`config.mk`:
```
export PLATFORM = sky130hd
export DESIGN_NAME = pipemem_ctrl_flat
export DESIGN_NICKNAME = d
export VERILOG_FILES = /design/src/rtl/pipe_pkg.sv /design/src/rtl/pipemem_ctrl_if.sv /design/src/rtl/pipemem_ctrl_mwreg.sv /design/src/rtl/pipemem_ctrl.sv /design/src/flat_wrapper.sv
export SDC_FILE = /design/constraint.sdc
export NUM_CORES = 1
export LEC_CHECK = 0
export CORE_MARGIN = 2
export CORE_UTILIZATION = 37
export CTS_CLUSTER_SIZE = 16
export DETAILED_ROUTE_END_ITERATION = 7
export GPL_TIMING_DRIVEN = 0
export PLACE_DENSITY = 0.69
export SETUP_SLACK_MARGIN = 0.15
export SLEW_MARGIN = 10
export SYNTH_ARGS = -nofsm -noshare
export SYNTH_HDL_FRONTEND = slang
export SYNTH_SLANG_ARGS = --single-unit
```
`constraint.sdc`:
```
create_clock -name clock -period 3.34 [get_ports clock]
set_input_delay 0.835 -clock clock [delete_from_list [all_inputs] [get_ports clock]]
set_output_delay 0.835 -clock clock [all_outputs]
set_load 0.05 [all_outputs]
```
`src/rtl/pipe_pkg.sv`:
```
// Shared types and constants for the MEM stage controller: FSM state
// encoding, data/register widths, pipeline-register structs and helpers.
package pipe_pkg;

    localparam int DATA_W = 32;
    localparam int RN_W   = 5;

    typedef enum logic {
        IDLE = 1'b0,
        WAIT = 1'b1
    } mem_state_e;

    // EX/MEM pipeline register contents
    typedef struct packed {
        logic              valid;
        logic [DATA_W-1:0] alu;
        logic [DATA_W-1:0] b;
        logic [RN_W-1:0]   rn;
        logic              wreg;
        logic              m2reg;
        logic              wmem;
    } exmem_t;

    // MEM/WB pipeline register contents
    typedef struct packed {
        logic              valid;
        logic              wreg;
        logic              m2reg;
        logic [RN_W-1:0]   rn;
        logic [DATA_W-1:0] alu;
        logic [DATA_W-1:0] mo;
        logic              exc;
    } memwb_t;

    function automatic logic is_mem_op(input logic m2reg, input logic wmem);
        return m2reg | wmem;
    endfunction

    function automatic logic misaligned(input logic [DATA_W-1:0] addr);
        return addr[1:0] != 2'b00;
    endfunction

endpackage

```
`src/rtl/pipemem_ctrl_if.sv`:
```
// Data-memory request/response bus between the MEM stage and memory.
interface pipemem_ctrl_if;
    import pipe_pkg::*;

    logic              dm_req;
    logic              dm_we;
    logic [DATA_W-1:0] dm_addr;
    logic [DATA_W-1:0] dm_wdata;
    logic [DATA_W-1:0] dm_rdata;
    logic              dm_ready;

    modport master (
        output dm_req, dm_we, dm_addr, dm_wdata,
        input  dm_rdata, dm_ready
    );

    modport slave (
        input  dm_req, dm_we, dm_addr, dm_wdata,
        output dm_rdata, dm_ready
    );

endinterface

```
`src/rtl/pipemem_ctrl_mwreg.sv`:
```
// MEM/WB pipeline register. Updates every edge: a retiring instruction is
// loaded, otherwise a bubble (valid/wreg/exc cleared, the rest held).
// Load data is only refreshed on a load retire so WB sees a stable value.
module pipemwreg
    import pipe_pkg::*;
(
    input  logic              clock,
    input  logic              resetn,
    input  logic              retire,
    input  logic              ld,
    input  logic              exc,
    input  logic              wreg,
    input  logic              m2reg,
    input  logic [RN_W-1:0]   rn,
    input  logic [DATA_W-1:0] alu,
    input  logic [DATA_W-1:0] rdata,
    output logic              mvalid,
    output logic              mwreg,
    output logic              mm2reg,
    output logic [RN_W-1:0]   mrn,
    output logic [DATA_W-1:0] malu,
    output logic [DATA_W-1:0] mmo,
    output logic              mexc
);

    memwb_t wb_q, wb_d;

    // next MEM/WB contents: retire or bubble
    always_comb begin
        wb_d       = wb_q;
        wb_d.valid = retire;
        wb_d.wreg  = retire & wreg;
        wb_d.exc   = retire & exc;
        if (retire) begin
            wb_d.m2reg = m2reg;
            wb_d.rn    = rn;
            wb_d.alu   = alu;
        end
        if (ld) begin
            wb_d.mo = rdata;
        end
    end

    // MEM/WB register, cleared asynchronously
    always_ff @(posedge clock or negedge resetn) begin
        if (!resetn) wb_q <= '0;
        else         wb_q <= wb_d;
    end

    assign mvalid = wb_q.valid;
    assign mwreg  = wb_q.wreg;
    assign mm2reg = wb_q.m2reg;
    assign mrn    = wb_q.rn;
    assign malu   = wb_q.alu;
    assign mmo    = wb_q.mo;
    assign mexc   = wb_q.exc;

endmodule

```
`src/rtl/pipemem_ctrl.sv`:
```
// MEM stage controller: EX/MEM register, IDLE/WAIT access FSM driving the
// data-memory bus, stall generation and the MEM/WB register.
// Build option MEM_MISALIGN_CHECK_EN: misaligned loads/stores skip the bus
// and retire with mexc=1; without it the bus address is word-aligned and
// mexc is tied low.
module pipemem_ctrl
    import pipe_pkg::*;
(
    input  logic                  clock,
    input  logic                  resetn,
    input  logic                  evalid,
    input  logic [DATA_W-1:0]     ealu,
    input  logic [DATA_W-1:0]     eb,
    input  logic [RN_W-1:0]       ern,
    input  logic                  ewreg,
    input  logic                  em2reg,
    input  logic                  ewmem,
    output logic                  mem_stall,
    pipemem_ctrl_if.master        dm,
    output logic                  mvalid,
    output logic                  mwreg,
    output logic                  mm2reg,
    output logic [RN_W-1:0]       mrn,
    output logic [DATA_W-1:0]     malu,
    output logic [DATA_W-1:0]     mmo,
    output logic                  mexc
);

    exmem_t     em_q, em_d;
    mem_state_e state_q, state_d;

    logic              e_mis;     // incoming op is a misaligned memory access
    logic              m_mis;     // held op is a misaligned memory access
    logic              retire;
    logic              ld_retire;
    logic              req_v, we_v;
    logic [DATA_W-1:0] addr_v, wdata_v;

`ifdef MEM_MISALIGN_CHECK_EN
    assign e_mis = misaligned(ealu);
    assign m_mis = em_q.valid && is_mem_op(em_q.m2reg, em_q.wmem) && misaligned(em_q.alu);
`else
    assign e_mis = 1'b0;
    assign m_mis = 1'b0;
`endif

    // Only an outstanding access that memory has not yet completed freezes
    // upstream; completion and capture of the next op share the same edge.
    assign mem_stall = (state_q == WAIT) && !dm.dm_ready;

    // EX/MEM capture when not stalled, hold otherwise
    always_comb begin
        em_d = em_q;
        if (!mem_stall) begin
            em_d.valid = evalid;
            em_d.alu   = ealu;
            em_d.b     = eb;
            em_d.rn    = ern;
            em_d.wreg  = ewreg;
            em_d.m2reg = em2reg;
            em_d.wmem  = ewmem;
        end
    end

    // FSM next state: follows whatever is being captured; WAIT holds on stall
    always_comb begin
        state_d = state_q;
        if (!mem_stall) begin
            state_d = IDLE;
            if (evalid && is_mem_op(em2reg, ewmem) && !e_mis) state_d = WAIT;
        end
    end

    // EX/MEM register and FSM state register
    always_ff @(posedge clock or negedge resetn) begin
        if (!resetn) begin
            em_q    <= '0;
            state_q <= IDLE;
        end else begin
            em_q    <= em_d;
            state_q <= state_d;
        end
    end

    // data-memory bus: driven from held op while WAIT, all-zero in IDLE
    always_comb begin
        req_v   = 1'b0;
        we_v    = 1'b0;
        addr_v  = '0;
        wdata_v = '0;
        if (state_q == WAIT) begin
            req_v   = 1'b1;
            we_v    = em_q.wmem;
            addr_v  = em_q.alu;
            wdata_v = em_q.b;
`ifndef MEM_MISALIGN_CHECK_EN
            addr_v[1:0] = 2'b00;
`endif
        end
    end

    assign dm.dm_req   = req_v;
    assign dm.dm_we    = we_v;
    assign dm.dm_addr  = addr_v;
    assign dm.dm_wdata = wdata_v;

    // In IDLE a valid held op is non-memory (or misaligned) and retires at
    // once; in WAIT it retires on completion. dm_ready is ignored in IDLE.
    assign retire    = em_q.valid && ((state_q == IDLE) || dm.dm_ready);
    assign ld_retire = retire && em_q.m2reg && !m_mis;

    pipemwreg u_mwreg (
        .clock  (clock),
        .resetn (resetn),
        .retire (retire),
        .ld     (ld_retire),
        .exc    (m_mis),
        .wreg   (em_q.wreg && !em_q.wmem && !m_mis),
        .m2reg  (em_q.m2reg),
        .rn     (em_q.rn),
        .alu    (em_q.alu),
        .rdata  (dm.dm_rdata),
        .mvalid (mvalid),
        .mwreg  (mwreg),
        .mm2reg (mm2reg),
        .mrn    (mrn),
        .malu   (malu),
        .mmo    (mmo),
        .mexc   (mexc)
    );

endmodule

```
`src/flat_wrapper.sv`:
```
// flat-port wrapper written by rule: the top's interface ports become plain ports
module pipemem_ctrl_flat import pipe_pkg::*;
  (clock, resetn, evalid, ealu, eb, ern, ewreg, em2reg, ewmem, mem_stall, mvalid, mwreg, mm2reg, mrn, malu, mmo, mexc, dm_dm_req, dm_dm_we, dm_dm_addr, dm_dm_wdata, dm_dm_rdata, dm_dm_ready);
  pipemem_ctrl_if dm_i ();
  input  logic clock;
  input  logic resetn;
  input  logic evalid;
  input  logic [DATA_W-1:0] ealu;
  input  logic [DATA_W-1:0] eb;
  input  logic [RN_W-1:0] ern;
  input  logic ewreg;
  input  logic em2reg;
  input  logic ewmem;
  output logic mem_stall;
  output logic mvalid;
  output logic mwreg;
  output logic mm2reg;
  output logic [RN_W-1:0] mrn;
  output logic [DATA_W-1:0] malu;
  output logic [DATA_W-1:0] mmo;
  output logic mexc;
  output wire logic [$bits(dm_i.dm_req)-1:0] dm_dm_req;
  output wire logic [$bits(dm_i.dm_we)-1:0] dm_dm_we;
  output wire logic [$bits(dm_i.dm_addr)-1:0] dm_dm_addr;
  output wire logic [$bits(dm_i.dm_wdata)-1:0] dm_dm_wdata;
  input wire logic [$bits(dm_i.dm_rdata)-1:0] dm_dm_rdata;
  input wire logic [$bits(dm_i.dm_ready)-1:0] dm_dm_ready;
  assign dm_dm_req = dm_i.dm_req;
  assign dm_dm_we = dm_i.dm_we;
  assign dm_dm_addr = dm_i.dm_addr;
  assign dm_dm_wdata = dm_i.dm_wdata;
  assign dm_i.dm_rdata = dm_dm_rdata;
  assign dm_i.dm_ready = dm_dm_ready;
  pipemem_ctrl u_core (.clock(clock), .resetn(resetn), .evalid(evalid), .ealu(ealu), .eb(eb), .ern(ern), .ewreg(ewreg), .em2reg(em2reg), .ewmem(ewmem), .mem_stall(mem_stall), .dm(dm_i), .mvalid(mvalid), .mwreg(mwreg), .mm2reg(mm2reg), .mrn(mrn), .malu(malu), .mmo(mmo), .mexc(mexc));
endmodule
```
Word level (Yosys, flattened, before mapping)
Index checks and enable logic that the tools add are counted.

cells by class
  $add $sub $neg = 0
  $mul = 0
  div/mod/pow operators = 0
  order comparisons = 0
  equality and inequality tests = 0
  shifts and indexed selects = 0
  muxes and demuxes = 5
  bitwise logic cells = 3
  reductions and logical operators = 8

operator list
  kind                count
  32-bit two-way mux  2
  1-bit logical AND   5
  1-bit two-way mux   3
  1-bit zero test     2
  1-bit AND           1
  1-bit logical OR    1
  1-bit NOT           1
  1-bit OR            1

word-level totals
  flip-flop bits (word level) = 146
  bits in latches = 0
  memory bits (writable) = 0
  bits in read-only memories = 0
  input port bits = 108
  output and inout bits = 140
  memories = 0

Longest topological paths before layout
Gate-level depths: netlist (run 1).

  depth after elaboration = 4
  gate-level depth with buffers = 7
  mapped depth without buffers = 4

By module
Synthesis (run 1) repeated with hierarchy kept, for this count alone.

unflattened totals
  cell total of the unflattened synthesis = 388
  area total of the unflattened synthesis = 6088.3 um^2

modules (own cells, without submodules)
  module        instances  cells an instance  area an instance (um^2)  sequential area each (um^2)
  pipemem_ctrl  1          235                3246.9                   1851.8
  pipemwreg     1          153                2841.5                   1826.8

Worst setup path before layout (run 1)
OpenSTA, ideal clock, no wires.

  path type = input -> output
  from = input port dm_dm_ready
  to = output port mem_stall
  arrival time = 1.645 ns
  path slack = 0.860 ns
  stages = 3
  path buffers = 1
  cells stage by stage = nand2b_4 > inv_1 > clkbuf_1

on the way
  longest elaborated chain between the ends = 2

RTL lines
  what               line                text
  from (decl)        flat_wrapper.sv:27  input wire logic [$bits(dm_i.dm_ready)-1:0] dm_dm_ready;
  1-bit zero test    pipemem_ctrl.sv:49  assign mem_stall = (state_q == WAIT) && !dm.dm_ready;
  1-bit logical AND  pipemem_ctrl.sv:49
  to (decl)          flat_wrapper.sv:14  output logic mem_stall;

No other way between the ends.

Worst setup path in the final report (run 1)
Ends and elaborated chain as after synthesis.

==> results.md, run 1 <==
- The count of routing violations after the opening detailed-route iteration is ~180.
- The count of warnings emitted by yosys is 0.
- The total number of placement rows is 46.
- The element type at the critical path start is a primary input.
- In this run the tool buffered the top-level ports with roughly 240 buffer cells.
- The critical path's top delay family is buffers and inverters.
- The global-route total usage across every layer is 0.1909.
- The largest area contributor in the synthesized netlist is sky130_fd_sc_hd__dfrtp_1.
- Clock latency on the worst-skew pair, taken at its later pin, is about 0.4 ns.
- The clock tree buffer depth is 2.
- The top cell types in the final layout, fill and taps aside, are sky130_fd_sc_hd__nand2_1 (221), sky130_fd_sc_hd__clkdlybuf4s50_1 (189), sky130_fd_sc_hd__dfrtp_1 (146).
- The highest net fanout along the worst path is 10.
- After synthesis, the netlist uses 17 different library cells.
- The library cell used most frequently in the layout, excluding fill and tap cells, is sky130_fd_sc_hd__nand2_1.
- For this configuration, the core starts out at a cell density of 0.3778.
- The part of the cycle the worst path needs is 0.9103.
- Relative to the synthesized area, the layout overhead comes to 57.33%.
- Synthesis handed over a netlist of 541 instances.
- Clock-pin slew was measured on the worst setup and hold paths at 0.05 ns.
- The y dimension of the die is 131.4 um.
- The die covers around 0.017 mm2.
- Power spread over the standard cell area amounts to a little over 700 mW/mm2.
- The core outline area is roughly 0.016 mm2.
- After detailed routing, the total wire length is 16.05 mm.
- Timing would allow up to around 0.33 GHz.
- In this run, synthesis produced a sequential element count of ~150.
- The clock buffer count from CTS is 17.
- The number of nets with antenna violations after detailed routing is 0.
- The run finished with clean final reports.
- At the pin with the least slew margin, the transition time is between 0.7 and 0.8 ns.
- The CTS H-tree depth is 4.
- The clock tree from TritonCTS is built.
- For this run the aggregate overflow at the end of global routing stands at 0.
- The path class of the tightest hold or removal check is in2async.
- The slowest cell on the critical path is sky130_fd_sc_hd__clkdlybuf4s50_1.
- The average instance area after synthesis is 11.09 um2.
- Setup violations remaining at the end of the flow were counted as 0.
- The layout cell share with drive strength beyond 1 is 0.1469.
- The type of the worst setup path is in2out.
- By area the synthesized netlist is led by sky130_fd_sc_hd__dfrtp_1 (61%), sky130_fd_sc_hd__nand2_1 (14%), sky130_fd_sc_hd__mux2_2 (7.5%), sky130_fd_sc_hd__mux2_4 (7.3%), sky130_fd_sc_hd__and2_1 (6.6%).
- The initial antenna violation count is 0.
- In the final routed layout, each cell accounts on average for ~16 um.
- Setup repair after global routing left no endpoint under its margin.
- The highest cell delay on the worst timing path is a little over 0.4 ns.
- The count of final max-slew check failures is 0.
- The floorplan step set the die width to between 100 and 150 um.
- The count of final hold-check violations was 0.
- The repair_antennas step left the layout with diodes totalling 0.
- The tree is rooted in a sky130_fd_sc_hd__clkbuf_16.
- The total buffers and inverters traversed by the critical path is 4.
- The post-layout minimum cycle time is around 3.0 ns.
- The first-pass detailed-route iteration total is 4.
- The number of ports placed on the die boundary is 248.
- The area share of the largest cell type after synthesis is 0.6087.
- The endpoint arrival time on the critical path is roughly 2.2 ns.
- For this run, design rule violations remaining after detail routing come to 0.
- For this run, the register share of the synthesized area comes to 0.6087.
- Using the TritonRoute via totals, the vias-per-cell ratio works out to between 4 and 5.
- On the final layout, the worst clock skew is 0.008342 ns.
- In this run the cell area of the synthesized design comes to 0.006002 mm2.
- Summed over all cells, the static leakage comes to around 4.9 nW.
- The first global-routing pass estimated 26.00 mm of wire.
- The worst setup path is captured at an output pin.
- The global placement routability congestion is just over 0.8.
- The setup TNS after final layout is 0 ns.
- The final worst hold slack is 0.4560 ns.
- The half-perimeter wire length after placement is 11.86 mm.
- The number of max-cap violations is 0.
- The number of global-route vias before repair is between 4000 and 5000.
- Entering global routing, the biggest net connects between 80 and 90 pins.
- STA puts the critical path data required time at roughly 2.5 ns.
- The via count is approximately 4700.
- Across the VDD grid, the largest voltage drop is between 0.0003 and 0.0004 V.
- The normalized max-slew margin is 0.5029.
- The signal on the critical path passes through clkdlybuf4s50_1 -> nand2b_4 -> inv_1 -> clkbuf_1 -> clkbuf_2.
- The total number of nets in the final design is approximately 920.
- The clock net sink count is ~150.
[sequential cells by signal, summed over array words and instances, names as in the netlist]
signal / cells
u_core.u_mwreg.mvalid: 1
u_core.u_mwreg.malu: 32
u_core.em_q: 73
u_core.u_mwreg.mrn: 5
u_core.state_q: 1
u_core.u_mwreg.mmo: 32
u_core.u_mwreg.mwreg: 1
u_core.u_mwreg.mm2reg: 1
[worst paths after layout]
kind,from,to,slack (ns),cells after the start
min in group clock,u_core.em_q[24],u_core.em_q[24],0.46,2
max in group asynchronous,resetn,u_core.em_q[54],2.10,2
max reg2reg,u_core.state_q,u_core.u_mwreg.mmo[23],1.70,6
min,resetn,u_core.u_mwreg.malu[23],0.46,1
max,dm_dm_ready,mem_stall,0.30,5
min reg2reg,u_core.em_q[24],u_core.em_q[24],0.46,2
[repair_timing]
| action | CTS | global route |
|---|---|---|
| endpoints found under the setup margin | 22 | 41 |
| setup buffers | 0 | 0 |
| resized for setup | 15 | 42 |
| pin swaps | 0 | 0 |
| endpoints found under the hold margin | 0 | 0 |
| hold buffers | 0 | 0 |
[area by class of cell]
type	count	area (um2)
plain buffers	34	183.9
clock buffers	19	452.9
clock inverters	10	158.9
fillers	1347	6442
inverters	2	7.507
multi-input cells	361	2166
flip-flops and latches	146	3654
well taps	216	270.3
repair buffers	245	2550
[synthesized netlist by cell type, drive strengths merged]
| library cell | n |
|---|---|
| conb | 1 |
| and2 | 63 |
| buf | 25 |
| nand2 | 221 |
| o21ai | 1 |
| clkbuf | 9 |
| nor3b | 1 |
| dfrtp | 146 |
| mux2 | 69 |
| inv | 2 |
| nand2b | 1 |
| and3 | 1 |
| a21o | 1 |
[worst register-to-register path, cell delays in order, from the launching register on]
cell,delay [ns]
sky130_fd_sc_hd__dfrtp_1,0.39
sky130_fd_sc_hd__buf_4,0.19
sky130_fd_sc_hd__nand2b_4,0.11
sky130_fd_sc_hd__and3_4,0.19
sky130_fd_sc_hd__buf_6,0.14
sky130_fd_sc_hd__buf_6,0.19
sky130_fd_sc_hd__mux2_4,0.32
[power by group]
| group | total [W] | internal, W | leakage, nW | switching [W] |
|---|---|---|---|---|
| combinational | 0.00260 | 0.000977 | 2.88 | 0.00162 |
| sequential | 0.00229 | 0.00211 | 1.74 | 0.000188 |
| clock | 0.00197 | 0.00128 | 0.297 | 0.000694 |
| total | 0.00686 | 0.00436 | 4.92 | 0.00250 |
[logic make-up (layout without fill, tap and decap cells)]
logic type      after synthesis  count (layout)  share of synthesized area
mux                          69              69                     0.1476
buf+inv                      36             310                    0.03169
flops                       146             146                     0.6087
simple gates                287             287                     0.2093
compound gates                2               2                   0.002084
other cells                   1               3                  0.0006248
[metal layers]
layer,track usage,vias up,wire [um]
li1,-,2221,-
met1,0.2341,2250,6889
met2,0.3129,178,7767
met3,0.06829,18,1100
met4,0.06643,0,288
met5,0,-,0
[stage by stage]
step                cell area, um2  utilization  instances  total power, W  setup WS [ns]
CTS                           9346       0.5884       1033        0.006932        0.06943
global placement              8722       0.5491       1003        0.004902         -4.174
finish                        9443       0.5944       1033        0.006861         0.2995
global route                  9443       0.5944       1033        0.007140         0.1695
detailed placement            8751       0.5509       1004        0.004950        -0.2295
floorplan                     6010            -        543        0.003962         0.8601
No activity file was read; power rests on OpenSTA's default activity.
==> inputs of run 2 (changes only) <==
DONT_BUFFER_PORTS = 1   (was not set)
PLACE_DENSITY = 0.49   (was 0.69)
==> run 2 against run 1 <==
Utilization fell by 16 points. Routed wire length fell by 13%. Critical path depth fell by 2. Cell count fell by 23%. Critical path type is now reg2out. Highest routed layer unchanged.
==> results.md, run 2 (synthesized netlist as in run 1, its figures left out) <==
- 0 antenna diodes ended up in the layout.
- In the finished design, the share of the clock period the worst path needs comes to 0.9232.
- Max-cap violations in this run came to 0.
- The count of final hold-check violations is 0.
- After routing the design area is roughly 0.007 mm2.
- The clock tree from TritonCTS is built.
- The number of setup violations in the final report is 0.
- Global routing finished with a remaining overflow of 0.
- In the final design database the tool counted 670 nets.
- The fraction of met2 tracks used by global routing is 0.2605.
- Detailed routing inserted a total of 3742 vias.
- The first TritonRoute pass finished after 4 iterations.
- In this run the number of H-tree levels came out at 4.
- At the end of routability-driven placement, the weighted congestion stood at 0.7693.
- Across the VDD grid, the largest voltage drop is roughly 0.00036 V.
- Once detail routing completed, the nets flagged for antenna violations numbered 0.
- The total die area is roughly 0.017 mm2.
- The clock-pin transition on the worst setup and hold timing paths is around 0.06 ns.
- The highest cell delay on the worst timing path is between 0.6 and 0.7 ns.
- The slowest cell on the critical path is sky130_fd_sc_hd__dfrtp_1.
- More flip-flops sit in one register than any other, and that register is u_core.em_q.
- Setup repair after global routing left no endpoint under its margin.
- The worst flop-to-flop path startpoint is u_core.state_q.
- For this block, the initial DRC count from the detailed router was approximately 150.
- The endpoint identified for the worst register-to-register timing path is u_core.em_q[55].
- The number of flip-flops under the largest register name is 73.
- Entering global routing, the biggest net connects about 150 pins.
- The clock root buffer is sky130_fd_sc_hd__clkbuf_16.
- The critical path capture point type is an output pin.
- The setup TNS after final layout is 0 ns.
- The maximum clock frequency is between 0.3 and 0.4 GHz.
- The wire-length estimate of the detail-placed layout is 9.891 mm.
- The top cell types in the final layout, fill and taps aside, are sky130_fd_sc_hd__nand2_1 (221), sky130_fd_sc_hd__dfrtp_1 (146), sky130_fd_sc_hd__and2_1 (43).
- The met1 demand-to-capacity share in global routing is 0.1978.
- Buffers added to address setup during post-CTS repair amount to 0.
- The filler cells instantiated in the layout total 1548.
- The leakage power total is approximately 3.4 nW.
- The critical path goes through buf_4 -> clkbuf_1 -> and2_1.
- The clock buffer count from CTS is 17.
- Clock skew on the completed layout was measured at 0.006640 ns.
- The critical path starts at u_core.state_q.
- In the global route stage, overall resource usage came out at 0.1656.
- In the final layout, the share of cells above drive strength 1 is 0.2435.
- The logic depth of the worst register-to-register path is 7.
- The core region is between 0.015 and 0.02 mm2.
- The number of global-route vias before repair is about 3900.
- For met3 alone, demand over resource in global routing was 0.07369.
- At the pin with the least slew margin, the transition time is roughly 0.54 ns.
- Summed over all nets, the switching power comes to 0.002405 W.
- The kind of cell with the highest combined delay along the critical path is flip-flops.
- Of the total power, registers draw 0.528.
- The type of the worst setup path is reg2out.
- The initial antenna violation count was 0.
- From synthesis to final layout, the design area changed by 15.36%.
- Of the total power, the share spent switching nets is 0.3944.
- In this run the worst path has a maximum fanout of 10.
- The DRC violation count after routing is 0.
- After global routing, the most crowded layer is met2.
- Of the total power, the clock network draws 0.325.
- The post-layout minimum cycle time is between 3 and 4 ns.
- The starting density of the core is 0.3778.
- The critical path contains buffers and inverters numbering 2 combined.
- The count of final max-slew check failures is 0.
- The element type at the critical path start is a register.
- The number of buffers added to fix hold violations after cts is 0.
- The commonest non-fill, non-tap cell in the layout is sky130_fd_sc_hd__nand2_1.
- The flow ran to the end, and the final reports show no timing, DRC or antenna violations.
- The die is 131.4 um wide.
- The total cell area at the placement stage is 0.006280 mm2.
- The critical path required time is ~2.5 ns.
- The internal power of the cells is 0.003693 W.
- The endpoint arrival time on the critical path is ~2.3 ns.
- The kind of path behind the tightest hold check is in2async.
- The first global-routing pass estimated ~22 mm of wire.
- The number of ports placed on the die boundary is approximately 250.
- The share of total power dissipated in combinational logic is 0.148.
- The clock net sink count is 146.
- The floorplan has 46 rows.
- The total power divided by cell area is 880.6 mW/mm2.
- The post-detailed-route via-to-cell ratio is 4.731.
- The normalized max-slew margin is 0.6392.
- The clock tree buffer depth is 2.
- After detailed routing, the average wire length per cell comes to between 15 and 20 um.
- Port buffering added 0 buffers.
- The routed design has 14.01 mm of wire.
- At the later pin of the worst-skew pair, clock insertion delay measures roughly 0.41 ns.
- In this run the vertical extent of the chip is ~130 um.
- The worst register-to-register path has a setup slack of approximately 1.3 ns.
run 2: cell count changes in the layout (fill, tap and decap cells not counted), sizes merged:
cell | before | now
clkinv | 3 | 4
bufinv | 4 | 3
dlymetal6s2s | 40 | 0
clkdlybuf4s50 | 189 | 0
inv | 3 | 5
buf | 27 | 25
dlygate4sd2 | 13 | 0
run 2: layer usage:
| metal | wire (um) | share of wire |
|---|---|---|
| met5 | 0 | 0 |
| met4 | 319 | 0.023 |
| met3 | 1297 | 0.093 |
| met2 | 6755 | 0.48 |
| met1 | 5636 | 0.40 |
run 2: worst max-delay path by stage:
| stage | end | slack [ns] | cells after the start |
|---|---|---|---|
| detailed placement | dm_dm_addr[17] | 0.60 | 3 |
| global placement | dm_dm_we | 0.59 | 3 |
| global route | dm_dm_addr[20] | 0.15 | 3 |
| finish | dm_dm_addr[20] | 0.26 | 3 |
| CTS | dm_dm_addr[16] | 0.16 | 3 |
| floorplan | mem_stall | 0.86 | 3 |
run 2: cell type report:
class | instances | area [um2] | area share
Buffer | 34 | 183.9 | 0.02656
Clock buffer | 20 | 466.7 | 0.06740
Clock inverter | 12 | 151.4 | 0.02186
Inverter | 2 | 7.507 | 0.001084
Multi-Input combinational cell | 361 | 2191 | 0.3164
Sequential cell | 146 | 3654 | 0.5276
Tap cell | 216 | 270.3 | 0.03903
run 2: what timing repair did:
action                     4_1_cts  5_1_grt
gates resized for setup          6       17
cloned                           0        0
setup endpoints to repair        6       15
run 2: metrics by stage:
step / setup WS (ns) / hold slack, ns / total power, W / util / cells
6_report: 0.2564 / 0.1156 / 0.006098 / 0.4359 / 791
5_1_grt: 0.1526 / 0.08783 / 0.006352 / 0.4359 / 791
4_1_cts: 0.1555 / 0.09279 / 0.006162 / 0.4347 / 791
3_5_place_dp: 0.6040 / 0.4498 / 0.004161 / 0.3953 / 759
3_3_place_gp: 0.5905 / 0.4438 / 0.004134 / 0.3953 / 759
2_1_floorplan: 0.8601 / 0.4218 / 0.003962 / - / 543
run 2: power groups by stage:
stage / Combinational, W / Clock (W) / Sequential (W)
after floorplan: 0.000803 / 0 / 0.00316
after global placement: 0.000891 / 0 / 0.00324
after detailed placement: 0.000905 / 0 / 0.00326
after CTS: 0.000910 / 0.00203 / 0.00322
after global routing: 0.000971 / 0.00212 / 0.00326
final: 0.000900 / 0.00198 / 0.00322
==> inputs of run 3 (changes only) <==
CTS_CLUSTER_DIAMETER = 80   (was not set)
MAX_ROUTING_LAYER = met4   (was not set)
clock period = 3.55 ns   (was 3.34 ns; I/O delays follow)
==> run 3 against run 2 <==
Clock power fell by 6%. Routed wire length fell by 0.39%. Utilization fell by 0.17 points. Hold slack improved by 0.054 ns. Register-to-register slack improved by 0.12 ns. Cell count did not move. Sequential share of layout area rose by 0.20 points. Count of clock-buffer cells in the layout did not move. Non-clock buffer count did not move. Via count barely moved. Sequential power fell by 6%. Critical endpoint is now dm_dm_addr[17]. Highest routed layer unchanged.
==> results.md, run 3 (synthesized netlist as in run 1, its figures left out) <==
- The flow ran to the end, and the final reports show no timing, DRC or antenna violations.
- The part of the power in registers is 0.528.
- In the routed layout, each cell is associated on average with a via count of 4.735.
- In this run the clock root is driven by a sky130_fd_sc_hd__clkbuf_16.
- For this configuration, the core starts out at a cell density of 0.3778.
- The worst setup path is captured at an output pin.
- The endpoint arrival time on the critical path is 2.29 ns.
- After detailed routing, the average wire length per cell comes to 17.64 um.
- The clock-pin transition on the worst setup and hold timing paths is 0.06 ns.
- The first-pass detailed-route iteration total is 4.
- The share of total power consumed by net switching is 0.3943.
- Across the routed clock network, the largest skew measured is about 0.0076 ns.
- The measured slew at the worst slew-check pin is ~0.99 ns.
- Power spread over the standard cell area amounts to between 800 and 900 mW/mm2.
- The number of flip-flops under the largest register name is 73.
- The worst setup margin is roughly 0.37 ns.
- The width of the die is 131.4 um.
- The internal power of the cells is roughly 0.0035 W.
- 0 antenna diodes ended up in the layout.
- The clock net sink count is approximately 150.
- The net load switching power is ~0.0023 W.
- The initial antenna violation count is 0.
- TritonCTS built the clock tree.
- The critical path is of the reg2out type.
- The clock tree synthesis step divided the H-tree into 4 levels.
- The wire length reported by the detailed router is roughly 14 mm.
- During placement, the flow inserted port buffers numbering 0.
- For this run the aggregate overflow at the end of global routing stands at 0.
- The top register by number of flip-flops is u_core.em_q.
- The setup TNS after final layout is 0 ns.
- The clock buffer count from CTS is 17.
- Data on the critical path is required at its endpoint by ~2.7 ns.
- The number of max-cap violations is 0.
- The number of global-route vias before repair came to ~3900.
- Once layout is done, the placed cells without fillers occupy roughly 0.0069 mm2.
- The core outline area is 0.01589 mm2.
- The initialized floorplan defines 46 standard-cell rows.
- The number of setup violations in the final report is 0.
- The maximum clock frequency is 0.3147 GHz.
- Post-CTS repair changed the size of 0 cells.
- The kind of path behind the tightest hold check is in2async.
- In the routed design, unresolved DRC markers number 0.
- The clock period could shrink to 3.178 ns.
- The top cell types in the final layout, fill and taps aside, are sky130_fd_sc_hd__nand2_1 (221), sky130_fd_sc_hd__dfrtp_1 (146), sky130_fd_sc_hd__and2_1 (63).
- The register cell area after layout is between 0.003 and 0.004 mm2.
- The wire length of the first global-routing pass is between 20 and 25 mm.
- Clock latency on the worst-skew pair, taken at its later pin, is around 0.4 ns.
- Before CTS, the worst setup slack after placement is 0.7615 ns.
- Summed over all cells, the static leakage comes to about 3.4 nW.
- The count of final max-slew check failures came to 0.
- The part of the cycle the worst path needs is 0.8952.
- The number of setup buffers added after CTS is 0.
- The detailed router finished its first iteration with around 160 violations.
- The proportion of power drawn by the clock network is 0.325.
- Of the total power, combinational logic draws 0.147.
- The element type at the critical path start is a register.
- The detail route stage leaves a number of antenna-violating nets equal to 0.
- The number of ports placed on the die boundary is 248.
- Entering global routing, the biggest net connects about 150 pins.
- Measured along the y axis, the die boundary spans 131.4 um.
- The via count is about 3700.
- Headroom to the max-slew limit came out at 0.3372.
- The die covers roughly 0.017 mm2.
- The highest net fanout along the worst path is 10.
- The worst register-to-register path has a depth of 6.
- In the final layout, the multi-input gates occupy 0.002166 mm2.
- The global placement routability congestion is a little under 0.8.
- The commonest non-fill, non-tap cell in the layout is sky130_fd_sc_hd__nand2_1.
- Detailed placement ended at an HPWL of 9.891 mm.
- The clock tree buffer depth is 2.
- Setup repair after global routing left no endpoint under its margin.
- Buffers inserted to repair hold after CTS numbered 0.
- The worst-case IR drop observed on VDD is roughly 0.00034 V.
- The count of final hold-check violations is 0.
- The area growth from synthesis to layout is 14.93%.
- The utilization after layout is 0.4342.
- In the final design database the tool counted 670 nets.
- The fill cell total of the finished layout is 1550.
- The total cell area at the placement stage is roughly 0.0063 mm2.
- Across every metal layer, demand over resource in global routing totals 0.1703.
- The layout cell share with drive strength beyond 1 is 0.2070.
run 3: cell counts in the layout (fill, tap and decap cells not counted):
Identical to the previous run, type by type.
run 3: cell type report:
type                    count  area share
clock inverters            12     0.02195
plain buffers              34     0.02648
multi-input cells         361      0.3140
inverters                   2    0.001088
well taps                 216     0.03918
clock buffers              20     0.06766
flip-flops and latches    146      0.5297
run 3: final timing paths:
kind / start / to / slack (ns)
worst max-delay path: u_core.state_q / dm_dm_addr[17] / 0.37
worst min register to register: u_core.em_q[3] / u_core.em_q[3] / 0.46
min in group clock: u_core.em_q[3] / u_core.em_q[3] / 0.46
worst min-delay path: resetn / u_core.u_mwreg.malu[29] / 0.17
max in group asynchronous: resetn / u_core.em_q[47] / 3.24
worst max register to register: u_core.state_q / u_core.em_q[6] / 1.43
run 3: power groups by stage:
stage          clock network (W)  registers [W]  logic, W
2_1_floorplan                  0        0.00297  0.000755
3_3_place_gp                   0        0.00305  0.000838
3_5_place_dp                   0        0.00306  0.000851
4_1_cts                  0.00191        0.00303  0.000854
5_1_grt                  0.00200        0.00307  0.000908
6_report                 0.00186        0.00303  0.000841
run 3: through the flow:
step / instances / hold WS, ns / power, W
final: 791 / 0.1692 / 0.005727
after CTS: 791 / 0.1453 / 0.005796
after detailed placement: 759 / 0.4498 / 0.003915
after floorplan: 543 / 0.4218 / 0.003728
after global placement: 759 / 0.4438 / 0.003890
after global routing: 791 / 0.1404 / 0.005969
run 3: per-layer routing:
layer | part of all wire | global-route usage
met4 | 0.024 | 0.07246
met3 | 0.079 | 0.06327
met5 | 0 | -
met2 | 0.48 | 0.2591
met1 | 0.42 | 0.2044
run 3: critical path, stage by stage (launching register included):
cell and delay, ns:
sky130_fd_sc_hd__dfrtp_1 0.65, sky130_fd_sc_hd__buf_4 0.30, sky130_fd_sc_hd__clkbuf_1 0.36, sky130_fd_sc_hd__and2_1 0.55
